==> config.mk <==
export PLATFORM = sky130hd
export DESIGN_NAME = vga_text_seg_render
export DESIGN_NICKNAME = d
export VERILOG_FILES = /design/src/rtl/vga_text_seg_render_pkg.sv /design/src/rtl/vga_seg_hit.sv /design/src/rtl/vga_text_seg_render.sv
export SDC_FILE = /design/constraint.sdc
export NUM_CORES = 1
export LEC_CHECK = 0
export ABC_CLOCK_PERIOD_IN_PS = 7290
export CORE_MARGIN = 4
export CORE_UTILIZATION = 50
export CTS_CLUSTER_SIZE = 25
export DETAILED_ROUTE_END_ITERATION = 10
export PLACE_DENSITY = 0.8
export SLEW_MARGIN = 25
export SYNTH_ARGS = -nofsm -noshare
export SYNTH_HDL_FRONTEND = slang
export SYNTH_SLANG_ARGS = --single-unit
export TNS_END_PERCENT = 5
==> constraint.sdc <==
create_clock -name clk -period 7.29 [get_ports clk]
set_clock_uncertainty 0.15 [all_clocks]
set_input_delay 1.0935 -clock clk [delete_from_list [all_inputs] [get_ports clk]]
set_output_delay 1.0935 -clock clk [all_outputs]
set_load 0.01 [all_outputs]
==> src/rtl/vga_text_seg_render_pkg.sv <==
// Shared definitions for the VGA text segment renderer.
//   - Glyph cell geometry (32 x 48 cell, 4-pixel stroke) and the blank letter code.
//   - SEG_0..SEG_16 name the 17 segment bits of the hit mask and of seg_colors.
//   - in_range(): inclusive range test used by the glyph geometry.
package vga_text_seg_render_pkg;

  localparam logic [5:0] CELL_W     = 6'd32;
  localparam logic [5:0] CELL_H     = 6'd48;
  localparam logic [5:0] STROKE     = 6'd4;
  localparam logic [4:0] BLANK_CODE = 5'd31;
  localparam int         NSEG       = 17;

  typedef enum logic [4:0] {
    SEG_0,  SEG_1,  SEG_2,  SEG_3,  SEG_4,  SEG_5,  SEG_6,  SEG_7,  SEG_8,
    SEG_9,  SEG_10, SEG_11, SEG_12, SEG_13, SEG_14, SEG_15, SEG_16
  } seg_idx_t;

  function automatic logic in_range(input logic [5:0] v, input logic [5:0] lo,
                                    input logic [5:0] hi);
    return (v >= lo) && (v <= hi);
  endfunction

endpackage

==> src/rtl/vga_seg_hit.sv <==
// Combinational 17-segment glyph geometry.
// Maps a pixel's position inside a character cell to the set of segments it
// lies on.
//   lx  in  6   column inside the cell (0..31 meaningful)
//   ly  in  6   row inside the cell (0..47)
//   hit out 17  bit k set when the pixel lies on segment k
module vga_seg_hit
  import vga_text_seg_render_pkg::*;
(
  input  logic [5:0]  lx,
  input  logic [5:0]  ly,
  output logic [16:0] hit
);

  logic       left_col, right_col, centre_col;
  logic       band_top, band_mid, band_bot;
  logic       upper, lower, mid_bar;
  logic       left_diag, right_diag;
  logic [5:0] u_l, u_r, w_u, w_l;

  always_comb begin
    // NOTE: every output of a combinational block gets a default first, so no
    // path through the block leaves it unassigned and a latch is never inferred.
    hit        = '0;
    left_col   = lx < STROKE;
    right_col  = lx >= (CELL_W - STROKE);
    centre_col = in_range(lx, 6'd14, 6'd17);
    band_top   = ly < 6'd16;
    band_mid   = in_range(ly, 6'd16, 6'd31);
    band_bot   = ly >= 6'd32;
    upper      = in_range(ly, 6'd4, 6'd21);
    lower      = in_range(ly, 6'd26, 6'd43);
    mid_bar    = in_range(ly, 6'd22, 6'd25);
    left_diag  = in_range(lx, 6'd4, 6'd13);
    right_diag = in_range(lx, 6'd18, 6'd27);
    // Diagonal coordinates; they wrap outside their window but are only used
    // when the matching window flags are set.
    u_l = lx - 6'd4;
    u_r = lx - 6'd18;
    w_u = ly - 6'd4;
    w_l = ly - 6'd26;

    hit[SEG_0]  = ly < STROKE;
    hit[SEG_3]  = ly >= (CELL_H - STROKE);
    hit[SEG_5]  = left_col && band_top;
    hit[SEG_8]  = left_col && band_mid;
    hit[SEG_4]  = left_col && band_bot;
    hit[SEG_1]  = right_col && band_top;
    hit[SEG_9]  = right_col && band_mid;
    hit[SEG_2]  = right_col && band_bot;
    hit[SEG_6]  = mid_bar && in_range(lx, 6'd4, 6'd11);
    hit[SEG_16] = mid_bar && in_range(lx, 6'd12, 6'd19);
    hit[SEG_7]  = mid_bar && in_range(lx, 6'd20, 6'd27);
    hit[SEG_14] = centre_col && upper;
    hit[SEG_15] = centre_col && lower;
    // Diagonals are 2 rows tall per column step: w>>1 tracks u (or 9-u).
    hit[SEG_10] = left_diag  && upper && ((w_u >> 1) == u_l);
    hit[SEG_11] = right_diag && upper && ((w_u >> 1) == (6'd9 - u_r));
    hit[SEG_12] = left_diag  && lower && ((w_l >> 1) == (6'd9 - u_l));
    hit[SEG_13] = right_diag && lower && ((w_l >> 1) == u_r);
  end

endmodule

==> src/rtl/vga_text_seg_render.sv <==
// VGA text row renderer: 8-slot letter string drawn as 17-segment glyphs.
// Stage S1 registers the slot/cell decode and segment hit mask, presents the
// slot's letter code to the segment-colour stage, and S2 picks the final
// colour from the returned segment colours. Latency 2 clocks, 1 pixel/clock.
// Writes go to a shadow string copied to the live string once per frame.
// Optional feature macro: VGA_TEXT_CURSOR_EN (blinking underline cursor).
//   clk, rst            pixel clock, asynchronous active-high reset
//   h_cnt, v_cnt, valid pixel position and active-video flag
//   hsync_in, vsync_in  raw syncs; hsync/vsync are these delayed 2 clocks
//   bg_color            theme background colour
//   wr_en/addr/letter   write one shadow slot; clear blanks all shadow slots
//   letter, seg_colors  letter code out, 17 x 12-bit segment colours back
//   vga_rgb             final pixel colour
//   commit              one-cycle pulse when shadow is copied to live
//   cursor_pos, cursor_on (VGA_TEXT_CURSOR_EN only) cursor slot and enable
module vga_text_seg_render
  import vga_text_seg_render_pkg::*;
#(
  parameter int X0       = 64,
  parameter int Y0       = 64,
  parameter int NCHAR    = 8,
  parameter int PITCH    = 40,
  parameter int V_ACTIVE = 480
) (
  input  logic         clk,
  input  logic         rst,
  input  logic [9:0]   h_cnt,
  input  logic [9:0]   v_cnt,
  input  logic         valid,
  input  logic         hsync_in,
  input  logic         vsync_in,
  input  logic [11:0]  bg_color,
  input  logic         wr_en,
  input  logic [2:0]   wr_addr,
  input  logic [4:0]   wr_letter,
  input  logic         clear,
`ifdef VGA_TEXT_CURSOR_EN
  input  logic [2:0]   cursor_pos,
  input  logic         cursor_on,
`endif
  output logic [4:0]   letter,
  input  logic [203:0] seg_colors,
  output logic [11:0]  vga_rgb,
  output logic         hsync,
  output logic         vsync,
  output logic         commit
);

  localparam logic [9:0] X_LO     = 10'(X0);
  localparam logic [9:0] X_HI     = 10'(X0 + NCHAR * PITCH);
  localparam logic [9:0] Y_LO     = 10'(Y0);
  localparam logic [9:0] Y_HI     = Y_LO + 10'(CELL_H);
  localparam logic [9:0] V_COMMIT = 10'(V_ACTIVE);
  localparam logic [9:0] PITCH_W  = 10'(PITCH);

  logic [4:0] shadow [NCHAR];
  logic [4:0] live   [NCHAR];
  logic       commit_now;

  assign commit_now = (h_cnt == 10'd0) && (v_cnt == V_COMMIT);

  // ---------------- letter string ----------------
  always_ff @(posedge clk or posedge rst) begin
    if (rst) begin
      // NOTE: shadow/live are small flop arrays and must come out of reset as
      // blank text, so they are reset like any other register.
      for (int i = 0; i < NCHAR; i++) begin
        shadow[i] <= BLANK_CODE;
        live[i]   <= BLANK_CODE;
      end
      commit <= 1'b0;
    end else begin
      // NOTE: state is updated with non-blocking assignments so live copies
      // the pre-edge shadow even when a write lands in the commit cycle.
      if (clear) begin
        for (int i = 0; i < NCHAR; i++) shadow[i] <= BLANK_CODE;
      end else if (wr_en && (32'(wr_addr) < NCHAR)) begin
        shadow[wr_addr] <= wr_letter;
      end
      if (commit_now) begin
        for (int i = 0; i < NCHAR; i++) live[i] <= shadow[i];
      end
      commit <= commit_now;
    end
  end

`ifdef VGA_TEXT_CURSOR_EN
  logic [4:0] frame_cnt;
  always_ff @(posedge clk or posedge rst) begin
    if (rst)             frame_cnt <= '0;
    else if (commit_now) frame_cnt <= frame_cnt + 5'd1;
  end
`endif

  // ---------------- S1: cell decode ----------------
  logic [9:0]  rel_x;
  logic [2:0]  slot_d;
  logic [5:0]  lx_d, ly_d;
  logic        in_text_d, in_cell_d;
  logic [16:0] hit_d;

  always_comb begin
    rel_x     = h_cnt - X_LO;
    slot_d    = 3'(rel_x / PITCH_W);
    lx_d      = 6'(rel_x % PITCH_W);
    ly_d      = 6'(v_cnt - Y_LO);
    in_text_d = valid && (h_cnt >= X_LO) && (h_cnt < X_HI) &&
                (v_cnt >= Y_LO) && (v_cnt < Y_HI);
    in_cell_d = in_text_d && (lx_d < CELL_W);
  end

  vga_seg_hit u_seg_hit (
    .lx  (lx_d),
    .ly  (ly_d),
    .hit (hit_d)
  );

  logic        s1_valid, s1_in_cell, s1_hs, s1_vs;
  logic [2:0]  s1_slot;
  logic [16:0] s1_hit;
  logic [11:0] s1_bg;
`ifdef VGA_TEXT_CURSOR_EN
  logic [5:0]  s1_ly;
`endif

  always_ff @(posedge clk or posedge rst) begin
    if (rst) begin
      s1_valid   <= 1'b0;
      s1_in_cell <= 1'b0;
      s1_slot    <= '0;
      s1_hit     <= '0;
      s1_bg      <= '0;
      // Syncs idle high, so the blanked pipeline carries inactive syncs.
      s1_hs      <= 1'b1;
      s1_vs      <= 1'b1;
`ifdef VGA_TEXT_CURSOR_EN
      s1_ly      <= '0;
`endif
    end else begin
      s1_valid   <= valid;
      s1_in_cell <= in_cell_d;
      s1_slot    <= slot_d;
      s1_hit     <= hit_d;
      s1_bg      <= bg_color;
      s1_hs      <= hsync_in;
      s1_vs      <= vsync_in;
`ifdef VGA_TEXT_CURSOR_EN
      s1_ly      <= ly_d;
`endif
    end
  end

  assign letter = s1_in_cell ? live[s1_slot] : BLANK_CODE;

  // ---------------- S2: colour select ----------------
  logic [11:0] seg_rgb, rgb_d;
  logic        found;

  always_comb begin
    seg_rgb = s1_bg;
    found   = 1'b0;
    // Lowest lit segment whose colour differs from the background wins.
    for (int k = 0; k < NSEG; k++) begin
      if (!found && s1_hit[k] && (seg_colors[12*k +: 12] != s1_bg)) begin
        seg_rgb = seg_colors[12*k +: 12];
        found   = 1'b1;
      end
    end
    if (!s1_valid)        rgb_d = 12'h000;
    else if (!s1_in_cell) rgb_d = s1_bg;
    else                  rgb_d = seg_rgb;
`ifdef VGA_TEXT_CURSOR_EN
    // Underline on the cell's last two rows, blinking with frame_cnt[4].
    if (s1_in_cell && cursor_on && !frame_cnt[4] &&
        (s1_slot == cursor_pos) && (s1_ly >= 6'd46)) begin
      rgb_d = ~s1_bg;
    end
`endif
  end

  always_ff @(posedge clk or posedge rst) begin
    if (rst) begin
      vga_rgb <= 12'h000;
      hsync   <= 1'b1;
      vsync   <= 1'b1;
    end else begin
      vga_rgb <= rgb_d;
      hsync   <= s1_hs;
      vsync   <= s1_vs;
    end
  end

endmodule

## After elaboration in Yosys (flattened, before gate mapping)

Cells that the tools add are included.

| storage, ports and cells | value |
|---|---|
| flip-flop bits (word level) | 131 |
| bits of input ports | 251 |
| output and inout bits | 20 |
| logic and storage cells | 224 |

| cells by class | value |
|---|---|
| add/subtract/negate cells | 8 |
| divide/modulo/power cells | 2 |
| magnitude comparators | 32 |
| eq/ne operators | 22 |
| multiplexer cells | 44 |
| bitwise gates (word level) | 2 |
| reductions and logical operators | 87 |

Operators with widths:

| cell | number |
|---|---|
| $mux W12 | 19 |
| $ne A12 B12 Y1 | 17 |
| $mux W40 | 2 |
| $logic_and A1 B1 Y1 | 69 |
| $bwmux W40 | 1 |
| $ge A6 B5 Y1 const B | 6 |
| $le A6 B5 Y1 const B | 6 |
| $eq A5 B6 Y1 | 4 |
| $ge A10 B7 Y1 const B | 2 |
| $mux W5 | 4 |
| $logic_not A1 Y1 | 16 |
| $mux W1 | 16 |
| $bmux W5 S3 | 1 |
| $demux W5 S3 | 1 |
| $ge A6 B3 Y1 const B | 2 |
| $ge A6 B4 Y1 const B | 2 |
| $ge A6 B6 Y1 const B | 2 |
| $le A6 B4 Y1 const B | 2 |
| $lt A6 B3 Y1 const B | 2 |
| $sub A4 B6 Y6 const A | 2 |
| $sub A6 B3 Y6 const B | 2 |
| $sub A6 B5 Y6 const B | 2 |
| $div A10 B6 Y10 const B | 1 |
| $eq A10 B9 Y1 const B | 1 |
| other kinds (13) | 15 |

## Logic depth before layout (Yosys ltp)

Gate-level depths: netlist of run 1.

| depth | value |
|---|---|
| depth after elaboration | 69 |
| gate-level depth with buffers | 20 |
| mapped depth without buffers | 18 |

## Cells and area by module

A second synthesis of run 1 with hierarchy kept.

| second synthesis, totals | value |
|---|---|
| cells, all modules | 1,295 |
| area, all modules | 11,950.2 um2 |

Modules (own cells, without submodules):

| module | times used | cells an instance | area each (um2) | seq. area each (um2) |
|---|---|---|---|---|
| vga_text_seg_render | 1 | 1,146 | 10,869.2 | 3,383.2 |
| vga_seg_hit | 1 | 149 | 1,081.0 | 0.0 |

## Worst setup path after synthesis of run 1

No wires, ideal clock.

| timing | value |
|---|---|
| kind | in2reg |
| from | input port h_cnt[6] |
| to | register s1_hit[11] |
| library setup time | 0.122 ns |
| data arrival time | 4.976 ns |
| required time | 7.018 ns |
| setup slack | 2.042 ns |
| cell stages on the path | 19 |
| buffers on the path | 1 |
| cells stage by stage | buf_6 inv_1 ha_1 xnor2_1 nand2_1 o311ai_2 o22ai_1 a2bb2oi_1 o2bb2ai_2 xnor2_4 inv_6 ha_1 nand2_1 nand2_1 and3_1 nand3_1 mux2i_1 or4_1 a2111oi_1 |

| on the way | value |
|---|---|
| cells in the longest elaborated chain, start to end | 6 |
| elaborated cells between the ends (all ways) | 10 |
| classes of those cells | add/sub: 3; div: 1; order compare: 2; eq/ne: 1; reduce/logical: 3 |

Ends and longest elaborated chain:

| item | line | text |
|---|---|---|
| start, declared | vga_text_seg_render.sv:27 | `input logic [9:0] h_cnt,` |
| $sub A10 B7 Y10 * | vga_text_seg_render.sv:103 | `rel_x = h_cnt - X_LO;` |
| $mod A10 B6 Y10 * | vga_text_seg_render.sv:105 | `lx_d = 6'(rel_x % PITCH_W);` |
| $sub A6 B5 Y6 (tied with other cells) | vga_seg_hit.sv:39 | `u_r = lx - 6'd18;` |
| $sub A4 B6 Y6 / $logic_and A1 B1 Y1 (equally long branches) | vga_seg_hit.sv:58, vga_text_seg_render_pkg.sv:20 |  |
| $eq A5 B6 Y1 / $logic_and A1 B1 Y1 (equally long branches) | vga_seg_hit.sv:58 | `hit[SEG_11] = right_diag && upper && ((w_u >> 1) == (6'd9 - u_r));` |
| $logic_and A1 B1 Y1 * | vga_seg_hit.sv:58 |  |
| named net hit_d[11] | vga_text_seg_render.sv:100 | `logic [16:0] hit_d;` |
| end signal, assigned | vga_text_seg_render.sv:143 | `s1_hit <= hit_d;` |
| end, declared | vga_text_seg_render.sv:120 | `logic [16:0] s1_hit;` |

The timed path passes the listed nets; every way through them passes the cells marked *.
A chain may end at the register's enable or synchronous reset.

## Final worst setup path of run 1

Ends and elaborated chain as after synthesis.

==> results of run 1 <==
-- per-layer routing --
layer / global-route usage (%) / part of all wire (%) / vias up
met2: 51.3 / 47 / 647
met3: 7.12 / 8.3 / 119
li1: - / - / 5102
met4: 15.9 / 5.0 / 2
met1: 40.1 / 40 / 5362
met5: 0 / 0.029 / -
-- per-stage QoR --
| step | util, % | instances | power, mW | hold WS (ns) |
|---|---|---|---|---|
| floorplan | - | 1254 | 1.35 | 0.195 |
| finish | 66.6 | 1790 | 2.60 | 0.211 |
| detailed placement | 63.6 | 1749 | 1.69 | 0.199 |
| global placement | 63.6 | 1749 | 1.69 | 0.196 |
| global route | 66.6 | 1790 | 2.70 | 0.215 |
| CTS | 66.4 | 1781 | 2.59 | 0.210 |
-- power by group --
part / internal (mW) / switching, mW
logic: 0.425 / 0.477
registers: 0.764 / 0.0345
clock network: 0.501 / 0.396
total: 1.69 / 0.908
-- cell families after synthesis --
group	share of synthesized area [%]
buf+inv	4.08
xor+xnor	18.2
fa+ha+maj	2.40
mux	8.31
simple gates	15.6
flops	29.6
compound gates	21.8
-- critical path, stage by stage --
cell             delay [ns]
clkdlybuf4s50_1        0.45
buf_4                  0.24
inv_1                  0.13
ha_1                   0.31
xnor2_1                0.32
nand2_1                0.21
o311ai_2               0.74
a211oi_1               0.12
o31ai_1                0.28
o2bb2ai_2              0.14
xnor2_4                0.37
inv_6                  0.10
ha_1                   0.25
nand2_1                0.08
nand2_1                0.11
and3_1                 0.20
nand3_1                0.07
mux2i_1                0.09
or4_1                  0.50
a2111oi_1              0.38
-- area by class of cell --
type                    instances  area share, %
well taps                     285           2.37
repair buffers                295           19.2
clock buffers                  17           2.83
multi-input cells            1009           50.8
flip-flops and latches        131           22.5
clock inverters                15           1.37
diodes                          9          0.150
inverters                      29          0.774
-- state kept, by name, indices dropped and copies added, names as in the netlist --
| signal | cells |
|---|---|
| vga_rgb | 12 |
| s1_hs | 1 |
| live | 40 |
| s1_slot | 3 |
| s1_in_cell | 1 |
| hsync | 1 |
| s1_hit | 17 |
| commit | 1 |
| s1_vs | 1 |
| s1_valid | 1 |
| vsync | 1 |
| shadow | 40 |
| s1_bg | 12 |
-- placed cells by master, fill, tap and decap left out, drive strengths merged, types with 45 or more instances in the layout --
| cell | netlist | routed |
|---|---|---|
| clkdlybuf4s50 | 0 | 269 |
| xnor2 | 215 | 215 |
| dfstp | 84 | 84 |
| nor2 | 80 | 80 |
| nand2 | 78 | 78 |
| a21oi | 64 | 64 |
| nand4 | 54 | 54 |
| mux2 | 49 | 49 |
| dfrtp | 47 | 47 |
| a211o | 45 | 45 |
-- final timing paths --
path	end	depth (start not counted)	slack, ns	start
setup / recovery	s1_hit[11]	20	1.22	h_cnt[6]
hold / removal	vsync	0	0.21	s1_vs
setup reg to reg	vga_rgb[2]	11	2.55	s1_bg[7]
hold reg to reg	vsync	0	0.21	s1_vs
max in group asynchronous	s1_valid	3	4.63	rst
min in group asynchronous	s1_bg[0]	2	0.99	rst
==> metrics.csv, run 1 <==
metric;value;unit
grt_pass1_vias;11016;
synth_area;11400;sq um
num-nets-final;1756;
pin_count;271;
min_period;6.07;ns
status;completed;
critPathKind;input pin to register;
hold_buffers;0;
seq_area_frac_synth;29.6;%
dieArea;25400;sq um
synth.most_common_cell;xnor2_1;
yosys-top-cells-area;dfstp_2 (19%), xnor2_1 (16%), dfrtp_1 (10%);
postRouteWirelength;41800;um
synth_edf_count;0;
setup_tns;0;ns
crit_fanout;19;
cp-end-kind;register;
yosysTopAreaCell;dfstp_2;
power-per-cell-area;173;nW/um^2
cp-start-kind;input pin;
ir_worst_vdd;177;uV
place_congestion;0.996;
synth_top_area_share;19.3;%
pre_cts_slack;0.820;ns
slew_violations;0;
finalHoldViolations;0;
drc_errors;0;
dr.pass1.iters;6;
clock_latency;0.42;ns
die-width;159;um
die_h;159;um
worstMarginPinSlew;1.05;ns
num_vias;11232;
post_cts_buffers;0;
maxCapViolCount;0;
critical_path_arrival;6.21;ns
drtAntennaViolNets;0;
post-route-period-util;83.2;%
grt_remaining_overflow;0;
synth_nets;1527;
max_freq;165;MHz
cts_resized;0;
antenna_found_initial;10;
fin_area;15000;sq um
rsz0062_at_grt;no;
cts_tree;done;
area_growth;31.2;%
dpl_cell_area;14400;sq um
clock_sinks;131;
initial_core_util;50.7;%
synth_cell_type_count;90;
p_leak;5.52;nW
clockBufferDepth;2;
ys.flop_type;dfstp_2;
path_clk_slew;0.07;ns
synth.ff_latch_count;131;
critPathRequiredTime;7.44;ns
synth_warnings;0;
fillers;1843;
worstHoldPathType;register to register;
ff_latch_area;3380;sq um
dpl.hpwl;31500;um
grt_pass1_wl;63600;um
core;22600;sq um
setup_ws;1.22;ns
wl_per_cell;23.3;um
numCtsBuffers;17;
synth_common_cells;xnor2_1 (214), dfstp_2 (84), nor2_1 (80);
setup-violations-final;0;
cts.htree.levels;4;
grt_use_total;31.7;%
async_reset_ff_share;100;%
slew_headroom;29.1;%
synthCells;1254;
vias_per_cell;6.27;
layout-drive-gt1-share;15.4;%
synth.avg_cell_area;9.13;sq um
io_buffers;270;
rows;55;
root_buffer;clkbuf_16;
multi_input_area;7630;sq um
drtIter0Drc;1020;
grt_max_degree;73;
Power figures use the tool's default switching activity.
==> run 2: changes to the inputs <==
--- a/config.mk
+++ b/config.mk
@@ -5,12 +5,12 @@
 export SDC_FILE = /design/constraint.sdc
 export NUM_CORES = 1
 export LEC_CHECK = 0
-export ABC_CLOCK_PERIOD_IN_PS = 7290
+export ABC_CLOCK_PERIOD_IN_PS = 5230
 export CORE_MARGIN = 4
-export CORE_UTILIZATION = 50
+export CORE_UTILIZATION = 47
 export CTS_CLUSTER_SIZE = 25
 export DETAILED_ROUTE_END_ITERATION = 10
-export PLACE_DENSITY = 0.8
+export PLACE_DENSITY = 0.79
 export SLEW_MARGIN = 25
 export SYNTH_ARGS = -nofsm -noshare
 export SYNTH_HDL_FRONTEND = slang
==> constraint.sdc (replaced) <==
create_clock -name clk -period 5.23 [get_ports clk]
set_clock_uncertainty 0.15 [all_clocks]
set_input_delay 0.7845 -clock clk [delete_from_list [all_inputs] [get_ports clk]]
set_output_delay 0.7845 -clock clk [all_outputs]
set_load 0.01 [all_outputs]
==> run 2 against run 1 <==
The flow now finishes with violations (DRC). Sequential share of layout area fell by 0.52 points. Power increased by 43%. Hold slack got worse by 0.0016 ns. Sequential cell count is the same. Wire length up 2.4%. Non-clock buffer count increased by 39. Die area grew 6.1%. Setup slack got worse by 0.87 ns. Combinational power grew 44%. Critical path type unchanged. Critical endpoint unchanged. Largest cell class unchanged.
==> metrics.csv, run 2 (synthesis gave the netlist of run 1 again) <==
metric;value;unit
status;complete, but fails checks;
violations;DRC;
ir_worst_vdd;207;uV
crit_fanout;5;
post_cts_buffers;0;
min_period;4.87;ns
final_common_cell;clkdlybuf4s50_1;
io_buffers;270;
cts.htree.levels;4;
die-width;164;um
min-delay-start;s1_hs;
num_vias;11363;
dpl_cell_area;14700;sq um
slew_headroom;36.3;%
path_clk_slew;0.06;ns
critPathKind;input pin to register;
postRouteWirelength;42800;um
fin_cells;1862;
p_leak;5.72;nW
grt_max_degree;76;
dieArea;26900;sq um
hold_buffers;0;
crit_chain;clkdlybuf4s50_1 -> inv_1 -> ha_1 -> xnor2_1 -> nand2_1 -> buf_4 -> a311oi_4 -> nor4_4 -> a221oi_2 -> o2bb2ai_2 -> xnor2_4 -> inv_6 -> ha_1 -> inv_1 -> a21oi_1 -> nand2_1 -> mux2i_1 -> or4_1 -> a2111oi_2;
critPathRequiredTime;5.38;ns
clockBufferDepth;2;
power.total;3.70;mW
cts_resized;0;
grt_use_total;30.8;%
dr.pass1.iters;8;
wl_per_cell;23.0;um
grt_pass1_vias;11355;
path_buf_inv;5;
root_buffer;clkbuf_16;
worstMarginPinSlew;0.954;ns
worstSetupStartpoint;h_cnt[6];
busiest_layer;met2;
grt_use_met2;51.5;%
cts_tree;done;
rows;56;
post-route-period-util;93.2;%
setup-violations-final;0;
antenna_found_initial;9;
num-nets-final;1795;
final_cell_mix;clkdlybuf4s50_1 (269), xnor2_1 (214), dfstp_2 (84);
cp-start-kind;input pin;
final_util;64.9;%
worstHoldPathType;register to register;
initial_core_util;48.3;%
grt_remaining_overflow;0;
crit_slowest_cell;or4_1;
dpl.hpwl;33000;um
maxCapViolCount;0;
clock_latency;0.42;ns
rsz0062_at_grt;no;
dp_cells;1822;
max_freq;205;MHz
r2r_start;s1_bg[4];
finalHoldViolations;0;
setup_tns;0;ns
critical_path_arrival;5.02;ns
drc_errors;2;
vias_per_cell;6.10;
pre_cts_slack;-0.0876;ns
grt_util_met1;37.6;%
reg_top3;live (40), shadow (40), s1_hit (17);
drtAntennaViolNets;0;
area_growth;34.3;%
numCtsBuffers;17;
slew_violations;0;
hold_slack;0.210;ns
setup_ws;0.356;ns
fin_area;15400;sq um
die_h;164;um
drtIter0Drc;1083;
crit_family;compound AO/OA/AOI/OAI gates;
place_congestion;1.04;
cp_slowest_stage_delay;0.53;ns
clock_sinks;131;
power-per-cell-area;241;nW/um^2
met3_usage;6.55;%
core;23700;sq um
grt_pass1_wl;64400;um
layout-drive-gt1-share;17.7;%
pin_count;271;
cp-end-kind;register;
==> run 2: worst paths after layout <==
path,endpoint,slack (ns),cells past startpoint
max,s1_hit[11],0.36,19
min,hsync,0.21,0
max reg2reg,vga_rgb[5],0.73,11
min reg2reg,hsync,0.21,0
max in group asynchronous,s1_hit[11],3.16,3
min in group asynchronous,s1_bg[9],0.76,2
==> run 2: cell type report <==
class	count	area, sq um
tap	319	399
antenna	8	20.0
clock inverter	15	204
sequential	131	3380
multi-input combinational	1009	7640
timing repair buffer	334	3190
fill	2007	8300
inverter	29	116
clock buffer	17	425
==> run 2: routing by layer <==
layer,wire length (um),vias to the layer above
met5,20,-
met4,2170,2
met3,3720,117
met2,20400,625
met1,16500,5449
li1,-,5170
==> run 2: power breakdown <==
| group | internal [mW] | switching [mW] | total [mW] |
|---|---|---|---|
| logic | 0.637 | 0.663 | 1.30 |
| clock network | 0.738 | 0.530 | 1.27 |
| registers | 1.06 | 0.0706 | 1.13 |
| total | 2.44 | 1.26 | 3.70 |
==> run 2: worst register-to-register path: stages (launching register included) <==
cell and delay, ns:
dfrtp_1 0.80, buf_4 0.34, xnor2_1 0.14, nand4_1 0.11, o31ai_1 0.26, nor3b_1 0.56, nand3_1 0.45, nor3b_2 0.48
nand3_1 0.47, o22a_1 0.35, a22oi_1 0.15, o21ai_0 0.11
